## config.mk

```make
export PLATFORM = sky130hd
export DESIGN_NAME = pit_program_sequencer
export DESIGN_NICKNAME = d
export VERILOG_FILES = /design/src/rtl/pit_program_sequencer.sv
export SDC_FILE = /design/constraint.sdc
export NUM_CORES = 1
export LEC_CHECK = 0
export CAP_MARGIN = 10
export CORE_ASPECT_RATIO = 1.75
export CORE_MARGIN = 2
export CORE_UTILIZATION = 50
export DETAILED_ROUTE_END_ITERATION = 10
export PLACE_DENSITY_LB_ADDON = 0.08
export SLEW_MARGIN = 15
export SYNTH_ARGS = -nofsm -noshare
export SYNTH_HDL_FRONTEND = slang
export SYNTH_SLANG_ARGS = --single-unit
```

## constraint.sdc

```tcl
create_clock -name clk -period 3.45 [get_ports clk]
set_clock_uncertainty 0.15 [all_clocks]
set_input_delay 0.69 -clock clk [delete_from_list [all_inputs] [get_ports clk]]
set_output_delay 0.69 -clock clk [all_outputs]
set_load 0.03 [all_outputs]
```

## src/rtl/pit_program_sequencer.sv

```systemverilog
// Programs an 8254 timer on behalf of NREQ requesters. Requests are arbitrated
// round-robin, the winner's command is captured, and a control word followed by
// zero, one or two count bytes is written over the timer's parallel bus.
//
// Handshake: a requester holds req[i] with a stable command until it sees the
// one-cycle gnt[i] pulse; the command is captured on that edge, later changes on
// req/sel/rw/mode/bcd/count are ignored, and done[i] pulses once the last byte
// has been written (or on the grant cycle itself when sel=11, together with err).
module pit_program_sequencer #(
  parameter int NREQ      = 2,
  parameter int WR_CYCLES = 2
) (
  input  logic              clk,
  input  logic              reset,
  input  logic [NREQ-1:0]   req,
  input  logic [2*NREQ-1:0] sel,
  input  logic [2*NREQ-1:0] rw,
  input  logic [3*NREQ-1:0] mode,
  input  logic [NREQ-1:0]   bcd,
  input  logic [16*NREQ-1:0] count,
  output logic [NREQ-1:0]   gnt,
  output logic [NREQ-1:0]   done,
  output logic              err,
  output logic              busy,
  output logic              cs_n,
  output logic              wr_n,
  output logic              rd_n,
  output logic              a0,
  output logic              a1,
  output logic [7:0]        dout
);

  localparam int PW = (NREQ > 2) ? 2 : 1;

  typedef enum logic [2:0] {S_IDLE, S_SETUP, S_STROBE, S_HOLD, S_GAP} state_e;

  state_e          state_q, state_d;
  logic [3:0]      cnt_q, cnt_d;
  logic [PW-1:0]   ptr_q, ptr_d;
  logic [PW-1:0]   own_q, own_d;
  logic [1:0]      sel_q, sel_d;
  logic [1:0]      rw_q, rw_d;
  logic [2:0]      mode_q, mode_d;
  logic            bcd_q, bcd_d;
  logic [15:0]     count_q, count_d;
  logic [1:0]      bidx_q, bidx_d;

  logic [NREQ-1:0] gnt_q, gnt_d;
  logic [NREQ-1:0] done_q, done_d;
  logic            err_q, err_d;
  logic            busy_q, busy_d;
  logic            cs_n_q, cs_n_d;
  logic            wr_n_q, wr_n_d;
  logic [1:0]      addr_q, addr_d;
  logic [7:0]      dout_q, dout_d;

  logic            found;
  logic [PW-1:0]   win;
  logic [PW-1:0]   cand;
  logic            grant_p, err_p, done_p;
  logic [1:0]      last_idx;

  function automatic logic [NREQ-1:0] onehot(input logic [PW-1:0] i);
    logic [NREQ-1:0] v;
    v    = '0;
    v[i] = 1'b1;
    return v;
  endfunction

  // Index of the final byte of the captured command: 0 = control word only.
  assign last_idx = (rw_q == 2'b11) ? 2'd2 : (rw_q == 2'b00) ? 2'd0 : 2'd1;

  // State, captured command and registered outputs.
  always_ff @(posedge clk) begin
    if (reset) begin
      state_q <= S_IDLE;
      cnt_q   <= '0;
      ptr_q   <= PW'(NREQ - 1);
      own_q   <= '0;
      sel_q   <= '0;
      rw_q    <= '0;
      mode_q  <= '0;
      bcd_q   <= 1'b0;
      count_q <= '0;
      bidx_q  <= '0;
      gnt_q   <= '0;
      done_q  <= '0;
      err_q   <= 1'b0;
      busy_q  <= 1'b0;
      cs_n_q  <= 1'b1;
      wr_n_q  <= 1'b1;
      addr_q  <= '0;
      dout_q  <= '0;
    end else begin
      state_q <= state_d;
      cnt_q   <= cnt_d;
      ptr_q   <= ptr_d;
      own_q   <= own_d;
      sel_q   <= sel_d;
      rw_q    <= rw_d;
      mode_q  <= mode_d;
      bcd_q   <= bcd_d;
      count_q <= count_d;
      bidx_q  <= bidx_d;
      gnt_q   <= gnt_d;
      done_q  <= done_d;
      err_q   <= err_d;
      busy_q  <= busy_d;
      cs_n_q  <= cs_n_d;
      wr_n_q  <= wr_n_d;
      addr_q  <= addr_d;
      dout_q  <= dout_d;
    end
  end

  // Next state: round-robin scan from the requester after the last grant,
  // command capture and byte/strobe sequencing.
  always_comb begin
    state_d = state_q;
    cnt_d   = cnt_q;
    ptr_d   = ptr_q;
    own_d   = own_q;
    sel_d   = sel_q;
    rw_d    = rw_q;
    mode_d  = mode_q;
    bcd_d   = bcd_q;
    count_d = count_q;
    bidx_d  = bidx_q;
    grant_p = 1'b0;
    err_p   = 1'b0;
    done_p  = 1'b0;
    found   = 1'b0;
    win     = ptr_q;
    cand    = '0;
    for (int k = 0; k < NREQ; k++) begin
      cand = PW'((int'(ptr_q) + 1 + k) % NREQ);
      if (!found && req[cand]) begin
        found = 1'b1;
        win   = cand;
      end
    end
    case (state_q)
      S_IDLE: begin
        if (found) begin
          grant_p = 1'b1;
          ptr_d   = win;
          own_d   = win;
          sel_d   = sel[2*int'(win) +: 2];
          rw_d    = rw[2*int'(win) +: 2];
          mode_d  = mode[3*int'(win) +: 3];
          bcd_d   = bcd[win];
          count_d = count[16*int'(win) +: 16];
          if (sel_d == 2'b11) begin
            err_p  = 1'b1;
            done_p = 1'b1;
          end else begin
            state_d = S_SETUP;
            bidx_d  = 2'd0;
          end
        end
      end
      S_SETUP: begin
        state_d = S_STROBE;
        cnt_d   = 4'd0;
      end
      S_STROBE: begin
        if (cnt_q == 4'(WR_CYCLES - 1)) state_d = S_HOLD;
        else                            cnt_d   = cnt_q + 4'd1;
      end
      S_HOLD: begin
        if (bidx_q == last_idx) begin
          state_d = S_IDLE;
          done_p  = 1'b1;
        end else begin
          state_d = S_GAP;
          bidx_d  = bidx_q + 2'd1;
        end
      end
      S_GAP:   state_d = S_SETUP;
      default: state_d = S_IDLE;
    endcase
  end

  // Outputs for the upcoming cycle; address/data only move when entering SETUP.
  always_comb begin
    gnt_d  = grant_p ? onehot(own_d) : '0;
    done_d = done_p ? onehot(own_d) : '0;
    err_d  = err_p;
    busy_d = (state_d != S_IDLE);
    cs_n_d = !((state_d == S_SETUP) || (state_d == S_STROBE) || (state_d == S_HOLD));
    wr_n_d = (state_d != S_STROBE);
    addr_d = addr_q;
    dout_d = dout_q;
    if (state_d == S_SETUP) begin
      if (bidx_d == 2'd0) begin
        addr_d = 2'b11;
        dout_d = {sel_d, rw_d, mode_d, bcd_d};
      end else begin
        addr_d = sel_d;
        dout_d = ((bidx_d == 2'd2) || (rw_d == 2'b10)) ? count_d[15:8] : count_d[7:0];
      end
    end
  end

  assign gnt  = gnt_q;
  assign done = done_q;
  assign err  = err_q;
  assign busy = busy_q;
  assign cs_n = cs_n_q;
  assign wr_n = wr_n_q;
  assign rd_n = 1'b1;
  assign a1   = addr_q[1];
  assign a0   = addr_q[0];
  assign dout = dout_q;

endmodule
```

# ---- Word-level counts from Yosys, hierarchy flattened
# Index checks and enable logic that the tools add are counted.
dict set report word_totals {
  regBits 53
  out_inout_bits 19
  in_bits 52
}
dict set report classes {
  mux 46
  add_sub_neg 4
  n_bitwise 3
  n_reduce_logical 17
  n_mul 1
  shifts 4
  n_eq_ne 15
  order_cmp 5
}
# op n
set op_table {}
lappend op_table {{$mux W16} 2}
lappend op_table {{$shiftx A32 B6 Y16} 1}
lappend op_table {{$mux W1} 21}
lappend op_table {{$mux W2} 9}
lappend op_table {{$mux W3} 6}
lappend op_table {{$mux W8} 2}
lappend op_table {{$pmux W3 S5} 1}
lappend op_table {{$eq A3 B2 Y1 const B} 4}
lappend op_table {{$eq A2 B2 Y1 const B} 4}
lappend op_table {{$lt A1 B2 Y1 const B} 4}
lappend op_table {{$pmux W4 S2} 1}
lappend op_table {{$shiftx A4 B3 Y2} 2}
lappend op_table {{$eq A3 B1 Y1 const B} 2}
lappend op_table {{$reduce_or A2 Y1} 3}
lappend op_table {{$shiftx A6 B4 Y3} 1}
lappend op_table {{$add A4 B1 Y4 const B} 1}
lappend op_table {{$eq A4 B1 Y1 const B} 1}
lappend op_table {{$logic_not A2 Y1} 2}
lappend op_table {{$mux W4} 1}
lappend op_table {{$pmux W2 S2} 1}
lappend op_table {{$reduce_and A2 Y1} 2}
lappend op_table {{$eq A3 B3 Y1 const B} 1}
lappend op_table {{$logic_not A3 Y1} 1}
lappend op_table {{$logic_or A1 B1 Y1} 3}
lappend op_table {{14 further kinds} 19}

# ---- Logic depth before layout (Yosys ltp)
# Gate-level depths: netlist of the first run.
dict set report depth {
  word_depth 16
  ltp_mapped 9
  mapped_depth_nobuf 8
}

# ---- Worst setup path after synthesis of the first run
# Ideal clock, no wire load.
dict set report synth_timing {
  kind {input to register}
  from {input req[0]}
  to {register dout_q[7], in the netlist dout[7]}
  cell_stages 9
  n_path_buf 3
  slack_ps 1018
  required_time_ps 3152
  arrival_time_ps 2133
  cell_sequence {or2_1 > buf_6 > and2_1 > buf_6 > o211a_4 > o21a_1 > buf_6 > a221oi_2 > a221oi_2}
}
dict set report synth_via {
  elab_chain_cells 15
  elab_cells_between_ends 33
  classes_between {eq/ne: 4; shift: 3; mux: 22; reduce/logical: 4}
}
# element line_no
set synth_lines {}
lappend synth_lines {{from (decl)} 15} ;# input logic [NREQ-1:0] req,
lappend synth_lines {{$mux W1 (not written as such) (2 in a row)} 137} ;# if (!found && req[cand]) begin
lappend synth_lines {{$mux W1} 137}
lappend synth_lines {{$logic_not A1 Y1} 137}
lappend synth_lines {{$logic_and A1 B1 Y1} 137}
lappend synth_lines {{$mux W1} 137}
lappend synth_lines {{$shiftx A4 B3 Y2} 148} ;# sel_d = sel[2*int'(win) +: 2];
lappend synth_lines {{$eq A2 B2 Y1} 153} ;# if (sel_d == 2'b11) begin
lappend synth_lines {{$mux W2} 153}
lappend synth_lines {{$mux W2} 144} ;# if (found) begin
lappend synth_lines {{$pmux W2 S2} 142} ;# case (state_q)
lappend synth_lines {{$eq A2 B2 Y1} 200} ;# dout_d = ((bidx_d == 2'd2) || (rw_d == 2'b10)) ? count_d[15:8] : count_d[7:0];
lappend synth_lines {{$logic_or A1 B1 Y1} 200}
lappend synth_lines {{$mux W8} 200}
lappend synth_lines {{$mux W8} 195} ;# if (bidx_d == 2'd0) begin
lappend synth_lines {{to (signal assigned)} 112} ;# dout_q <= dout_d;
lappend synth_lines {{to (decl)} 55} ;# logic [7:0] dout_q, dout_d;
# Several ways; a longest one is shown, not always the timed one. The select of a mux whose other input is x is not followed.
# A chain may end at the register's enable or synchronous reset.

# ---- Worst setup path in the final report of the first run
dict set report layout_timing {
  from {input req[0]}
  to {register dout_q[1], in the netlist dout[1]}
}
dict set report layout_via {
  elab_chain_cells 15
  elab_cells_between_ends 35
  classes_between {mul: 1; eq/ne: 4; shift: 4; mux: 22; reduce/logical: 4}
}
# element
set layout_lines {}
lappend layout_lines {{branches (longest 15 deep; another with $mul A2 B1 Y3)}}
# Parallel ways; which one is timed is not known. The select of a mux whose other input is x is not followed.

==> run metrics, run 1 <==
final core occ roughly two thirds; IO Count 71; synthesis-to-finish area growth 27.6%; Syn Inst Count about 340; max_cap viols 0; #FFs+latches synth between 50 and 60; routed wire length about 7600 microns; Post-Syn Area 2930 sq um; Die Wd roughly 62 microns; Main synth FF type dfxtp_1; Critical-path top delay cell nand2_1; RSZ-0062 raised after global routing no; Worst Setup Start Kind input pin; Worst VDD drop between 300 and 400 uV; number of global-route vias before repair 2567; Reg2Reg Setup Slack 1.00 ns; DR WL/cell between 15 and 20 microns; CTS tree done; final critical-path setup slack 0.666 ns; switching power between 0.0007 and 0.0008 W; core area 5630 sq um; GRT Total Usage between 20% and 30%; measured slew at the worst slew-check pin ~0.6 ns; htree depth 2; number of vias per cell around 5.6; hpwl dp roughly 5700 microns; Slew headroom around three fifths; CTS resizes 0; Seq pwr share a little under two fifths; Comb power frac approximately 45%; number of cell rows 36; share of the yosys chip area belonging to registers about 36%; Clock transition at path regs 0.09 ns; clock buffer depth 2; CP arrival 2.80 ns; Clock Tree Root clkbuf_8; layout cells sized above 1 13.3%; run status complete, no violations; IO buf count 69; critical path endpoint category flop; largest net degree at the start of global routing 33; most used cell along the critical path a221oi_2; Setup-failing EPs final 0; DR pass1 iterations 4; CP cell instances clkdlybuf4s50_1 -> or2_1 -> buf_4 -> nand2_1 -> o21ai_0 -> a221oi_2 -> a221oi_2; Post-Syn Nets 393; synth warn 0; Max stage delay on crit path 0.48 ns; Net Sw Frac between 30 and 40%; Hold WC Path Type flop to flop; hold buffers post-CTS 0; Crit Path Class input pin to flop; Die ar. ~6500 sq um; crit-path max FO 19; antenna violations before repair 1; post-CTS setup buffers 0; Max Freq 359 MHz; net count reported at finish approximately 450; DRT iter0 DRCs between 100 and 150; CP bufs+invs 2; number of CTS-inserted buffers 5; gpl congestion 0.874; Antenna Nets Post-Route 0; pwr dens around 540 nW/um^2; CP delay by family, top simple AND/OR/NAND/NOR gates; TNS Setup 0 ns; Clk pwr share ~17%; CP required roughly 3.5 ns; first-pass GRT wire length 12400 microns; Hold Violations, Final 0; Async SR Flop Fraction 0%; pre-CTS setup slack roughly 0.35 ns; die span in y between 100 and 150 microns; clock period minus worst slack about 2.8 ns; detailed-route via count between 2000 and 3000; Avg Inst Size Synth 8.68 sq um; synth unique cells 47; Final period util approximately four fifths; Int Pwr between 0.001 and 0.0015 W; CTS sink cnt between 50 and 60; leakage power 1.36 nW; Initial Utilization about 52%; EDFF count, synth 0; worst skew pair latency roughly 0.3 ns; GRT Residual Overflow 0; Final Max Tran Viols 0; DRC 0
synthesized netlist by cell type (4+ instances only):
cell,instances,area (sq um)
dfxtp_1,53,1060
nor2b_1,31,194
o21ai_0,28,140
nand2_1,27,101
a21oi_1,22,110
nand3_1,17,85.1
a221oi_2,16,240
a31oi_1,16,100
clkbuf_1,14,52.6
inv_1,10,37.5
nor2_1,10,37.5
nor3_1,10,50.1
mux2i_1,9,90.1
mux2_2,8,90.1
buf_2,6,30.0
nand2b_1,6,37.5
o21ai_1,5,25.0
buf_4,4,30.0
buf_6,4,45.0
xor2_1,4,35.0
final timing paths:
| path | from | end | cells after the start |
|---|---|---|---|
| max | req[0] | dout[1]$_SDFFE_PP0N_ | 7 |
| min | dout[1]$_SDFFE_PP0N_ | dout[1]$_SDFFE_PP0N_ | 2 |
| max reg2reg | state_q[2]$_SDFF_PP0_ | dout[0]$_SDFFE_PP0N_ | 7 |
| min reg2reg | dout[1]$_SDFFE_PP0N_ | dout[1]$_SDFFE_PP0N_ | 2 |
worst min-delay path, cell delays in order (launching register included):
cell      delay (ns)
dfxtp_1         0.32
inv_1           0.06
a221oi_2        0.05
logic make-up after synthesis:
group	count (synthesis)	share of synthesized area (%)
AND/OR/NAND/NOR	119	22.2
other	1	0.128
XOR/XNOR	6	1.79
flip-flops	53	36.2
adder cells (fa/ha/maj)	3	1.28
multiplexers	17	6.14
buffers and inverters	39	6.83
AO/OA/AOI/OAI	100	25.5
cell type report:
| class | instances | area [sq um] |
|---|---|---|
| clock buffers | 8 | 80.1 |
| multi-input cells | 246 | 1680 |
| fillers | 492 | 1890 |
| flip-flops and latches | 53 | 1060 |
| well taps | 76 | 95.1 |
| diodes | 1 | 2.50 |
| repair buffers | 83 | 791 |
| inverters | 10 | 37.5 |
metal layers:
| layer | GRT usage [%] | wire [microns] | vias to the layer above |
|---|---|---|---|
| met1 | 29.2 | 2910 | 1265 |
| met4 | 7.75 | 182 | 0 |
| li1 | - | - | 1322 |
| met2 | 43.4 | 4210 | 57 |
| met3 | 3.68 | 264 | 11 |
| met5 | 0 | 0 | - |
per-stage QoR:
step | power [W] | std cells | hold WS, ns | area, sq um
3_5_place_dp | 0.00169 | 468 | 0.307 | 3660
3_3_place_gp | 0.00168 | 468 | 0.314 | 3660
4_1_cts | 0.00203 | 476 | 0.324 | 3740
2_1_floorplan | 0.00142 | 338 | 0.320 | 2930
5_1_grt | 0.00214 | 477 | 0.356 | 3740
6_report | 0.00202 | 477 | 0.328 | 3740
power groups by stage:
stage | clock, W | sequential (W) | combinational (W)
3_3_place_gp | 0 | 0.000781 | 0.000894
4_1_cts | 0.000347 | 0.000770 | 0.000911
6_report | 0.000340 | 0.000770 | 0.000906
3_5_place_dp | 0 | 0.000783 | 0.000907
5_1_grt | 0.000372 | 0.000780 | 0.000987
2_1_floorplan | 0 | 0.000848 | 0.000569
sequential cells by signal, summed over array words and instances, names as in the netlist, 2 cells and up:
name     count
count_q     16
sel_q        2
addr_q       2
bidx_q       2
gnt          2
state_q      3
cnt_q        4
rw_q         2
dout         8
mode_q       3
done         2
placed cells by master, fill, tap and decap left out, types with 2 or more instances in the layout:
master	count
nor2_1	10
a21oi_1	22
nand4_1	2
a31oi_1	16
clkbuf_8	5
nand3b_1	2
dfxtp_1	53
clkbuf_1	3
o21ai_1	4
inv_1	10
nand2b_1	6
nand2_1	27
o211ai_1	2
xor2_1	4
o21bai_1	2
nand3_1	17
mux2i_1	9
a22oi_1	3
buf_4	14
o21ai_0	28
clkdlybuf4s50_1	68
nor3_1	10
xnor2_1	2
nor3b_1	3
nor2b_1	31
a221oi_2	16
mux2_2	8
o21ai_2	2
ha_1	3
Power figures use the tool's default switching activity.
==> run 2: changes to the inputs <==
==> constraint.sdc (replaced) <==
create_clock -name clk -period 2.6 [get_ports clk]
set_clock_uncertainty 0.15 [all_clocks]
set_input_delay 0.52 -clock clk [delete_from_list [all_inputs] [get_ports clk]]
set_output_delay 0.52 -clock clk [all_outputs]
set_load 0.03 [all_outputs]
==> run metrics, run 2 (synthesis results as in run 1) <==
run status complete, no violations; measured slew at the worst slew-check pin 0.616 ns (+0.0214 ns); final critical-path setup slack 0.253 ns (-0.413 ns); first-pass GRT wire length 13600 microns (+10%); Antenna Nets Post-Route 0 (unchanged); post-CTS setup buffers 0 (unchanged); CTS tree done; pre-CTS setup slack -0.0675 ns (-0.420 ns); antenna violations before repair 0 (-1); GRT Residual Overflow 0 (unchanged); Net Sw Frac 35.3% (-1.5 points); Seq. cell area 1060 sq um (unchanged); RSZ-0062 raised after global routing no; Setup-failing EPs final 0 (unchanged); number of global-route vias before repair 2848 (+11%); detailed-route via count 2789 (+5.0%); Final period util 90.3%; Crit Path Class input pin to flop; pwr dens 738 nW/um^2 (+37%); routed wire length 8100 microns (+7.2%); Biggest register count_q; clock buffer depth 2 (unchanged); Die ar. 6520 sq um (unchanged); clock period minus worst slack around 2.3 ns; Clock transition at path regs 0.09 ns (about the same); synthesis-to-finish area growth 36.1%; Max Freq roughly 430 MHz; critical path endpoint category flop; htree depth 2 (unchanged); placed cells 490 (+4.7%); Comb power frac 46.3% (+1.4 points); CP bufs+invs 3 (+1); Finished Layout Cells 497 (+4.2%); number of cell rows 36 (unchanged); Worst Setup Start Kind input pin; CP arrival 2.38 ns (-0.42 ns); switching power 0.00104 W (+40%); max reg flops 16 (unchanged); largest net degree at the start of global routing 32 (-3.0%); DRC 0 (unchanged); Critical-path top delay cell clkdlybuf4s50_1; DR pass1 iterations 4 (unchanged); CP delay by family, top buffers and inverters; TNS Setup 0 ns (unchanged); Final Max Tran Viols 0 (unchanged); Hold WC Path Type flop to flop; Hold Violations, Final 0 (unchanged); layout cells sized above 1 18.3% (+5.0 points); Int Pwr 0.00190 W (+49%); Seq pwr share 34.8% (-3.4 points); Ant. Diodes 0 (-1); GRT Total Usage 27.8% (+3.2 points); net count reported at finish 476 (+4.8%); DRT iter0 DRCs 164 (+32%); Die Wd 61.9 microns (unchanged); crit-path max FO 8 (-11); max_cap viols 0 (unchanged); Max stage delay on crit path 0.44 ns (-0.04 ns); hold buffers post-CTS 0 (unchanged); Clock Tree Root clkbuf_8; Initial Utilization 52.1% (unchanged); hpwl dp 6200 microns (+8.0%); IO buf count 69 (unchanged); worst skew pair latency 0.31 ns (about the same); Reg2Reg Setup Slack 0.38 ns (-0.62 ns); CTS sink cnt 53 (unchanged); Clk pwr share 18.9% (+2.0 points); DR WL/cell 16.3 microns (+2.9%); commonest non-fill, non-tap cells in the layout clkdlybuf4s50_1 (68), dfxtp_1 (53), nor2b_1 (31), buf_4 (31), o21ai_0 (28); die span in y 105 microns (unchanged); most common cell after layout, fill and taps aside clkdlybuf4s50_1; multi-input logic area 1680 sq um (unchanged); Slew headroom 59.0% (-1.1 points); Worst VDD drop 404 uV (+25%); CTS resizes 0 (unchanged); IO Count 71 (unchanged); CP required 2.63 ns (-0.84 ns); CP cell instances clkdlybuf4s50_1 -> and2b_1 -> o21ai_0 -> buf_4 -> a31oi_4 -> buf_12 -> mux2_2 -> nand2_1 -> a221oi_2; gpl congestion 0.856 (-2.1%); leakage power 1.51 nW (+11%); number of vias per cell 5.61 (+0.82%); FILL cells 488 (-0.81%); number of CTS-inserted buffers 5 (unchanged); core area 5630 sq um (unchanged)
-- run 2: changes by cell type in the layout (fill, tap and decap cells not counted) --
cell / change
diode_2: -1
buf_12: +5
clkinv_2: +1
bufinv_16: +1
buf_4: +17
clkbuf_1: -3
-- run 2: routing by layer --
layer	vias up	track usage, %	part of all wire, %
li1	1369	-	-
met1	1331	30.6	37
met2	70	48.1	56
met3	19	5.28	3.4
met4	0	13.7	4.2
met5	-	0	0
-- run 2: metrics by stage --
| stage | hold WS, ns | utilization (%) | total power, W | area, sq um |
|---|---|---|---|---|
| floorplan | 0.320 | - | 0.00188 | 2930 |
| global placement | 0.306 | 69.0 | 0.00238 | 3890 |
| detailed placement | 0.311 | 69.0 | 0.00240 | 3890 |
| CTS | 0.326 | 70.9 | 0.00296 | 3990 |
| global route | 0.353 | 70.9 | 0.00314 | 3990 |
| finish | 0.322 | 70.9 | 0.00294 | 3990 |
-- run 2: final timing paths --
| kind | from | end | cells after the start |
|---|---|---|---|
| worst max-delay path | req[0] | dout[7]$_SDFFE_PP0N_ | 9 |
| worst min-delay path | dout[1]$_SDFFE_PP0N_ | dout[1]$_SDFFE_PP0N_ | 2 |
| worst max register to register | state_q[2]$_SDFF_PP0_ | dout[7]$_SDFFE_PP0N_ | 8 |
| worst min register to register | dout[1]$_SDFFE_PP0N_ | dout[1]$_SDFFE_PP0N_ | 2 |
-- run 2: tightest hold or removal path, delay by kind of cell, from the launching register on --
kind,cells,cell delay (ns)
buffers and inverters,1,0.06
DFF,1,0.32
AOI/OAI and AO/OA,1,0.05
-- run 2: layout make-up --
| cell class | instances | area share (%) |
|---|---|---|
| clock buffer | 5 | 1.72 |
| clock inverter | 2 | 0.878 |
| inverter | 10 | 0.940 |
| multi-input combinational | 246 | 42.0 |
| sequential | 53 | 26.6 |
| tap | 76 | 2.38 |
| timing repair buffer | 105 | 25.5 |
-- run 2: power by group through the flow --
| stage | Sequential [W] | Clock [W] | Combinational [W] |
|---|---|---|---|
| 2_1_floorplan | 0.00112 | 0 | 0.000755 |
| 5_1_grt | 0.00104 | 0.000613 | 0.00149 |
| 3_5_place_dp | 0.00104 | 0 | 0.00136 |
| 4_1_cts | 0.00102 | 0.000569 | 0.00137 |
| 6_report | 0.00102 | 0.000557 | 0.00136 |
| 3_3_place_gp | 0.00104 | 0 | 0.00134 |
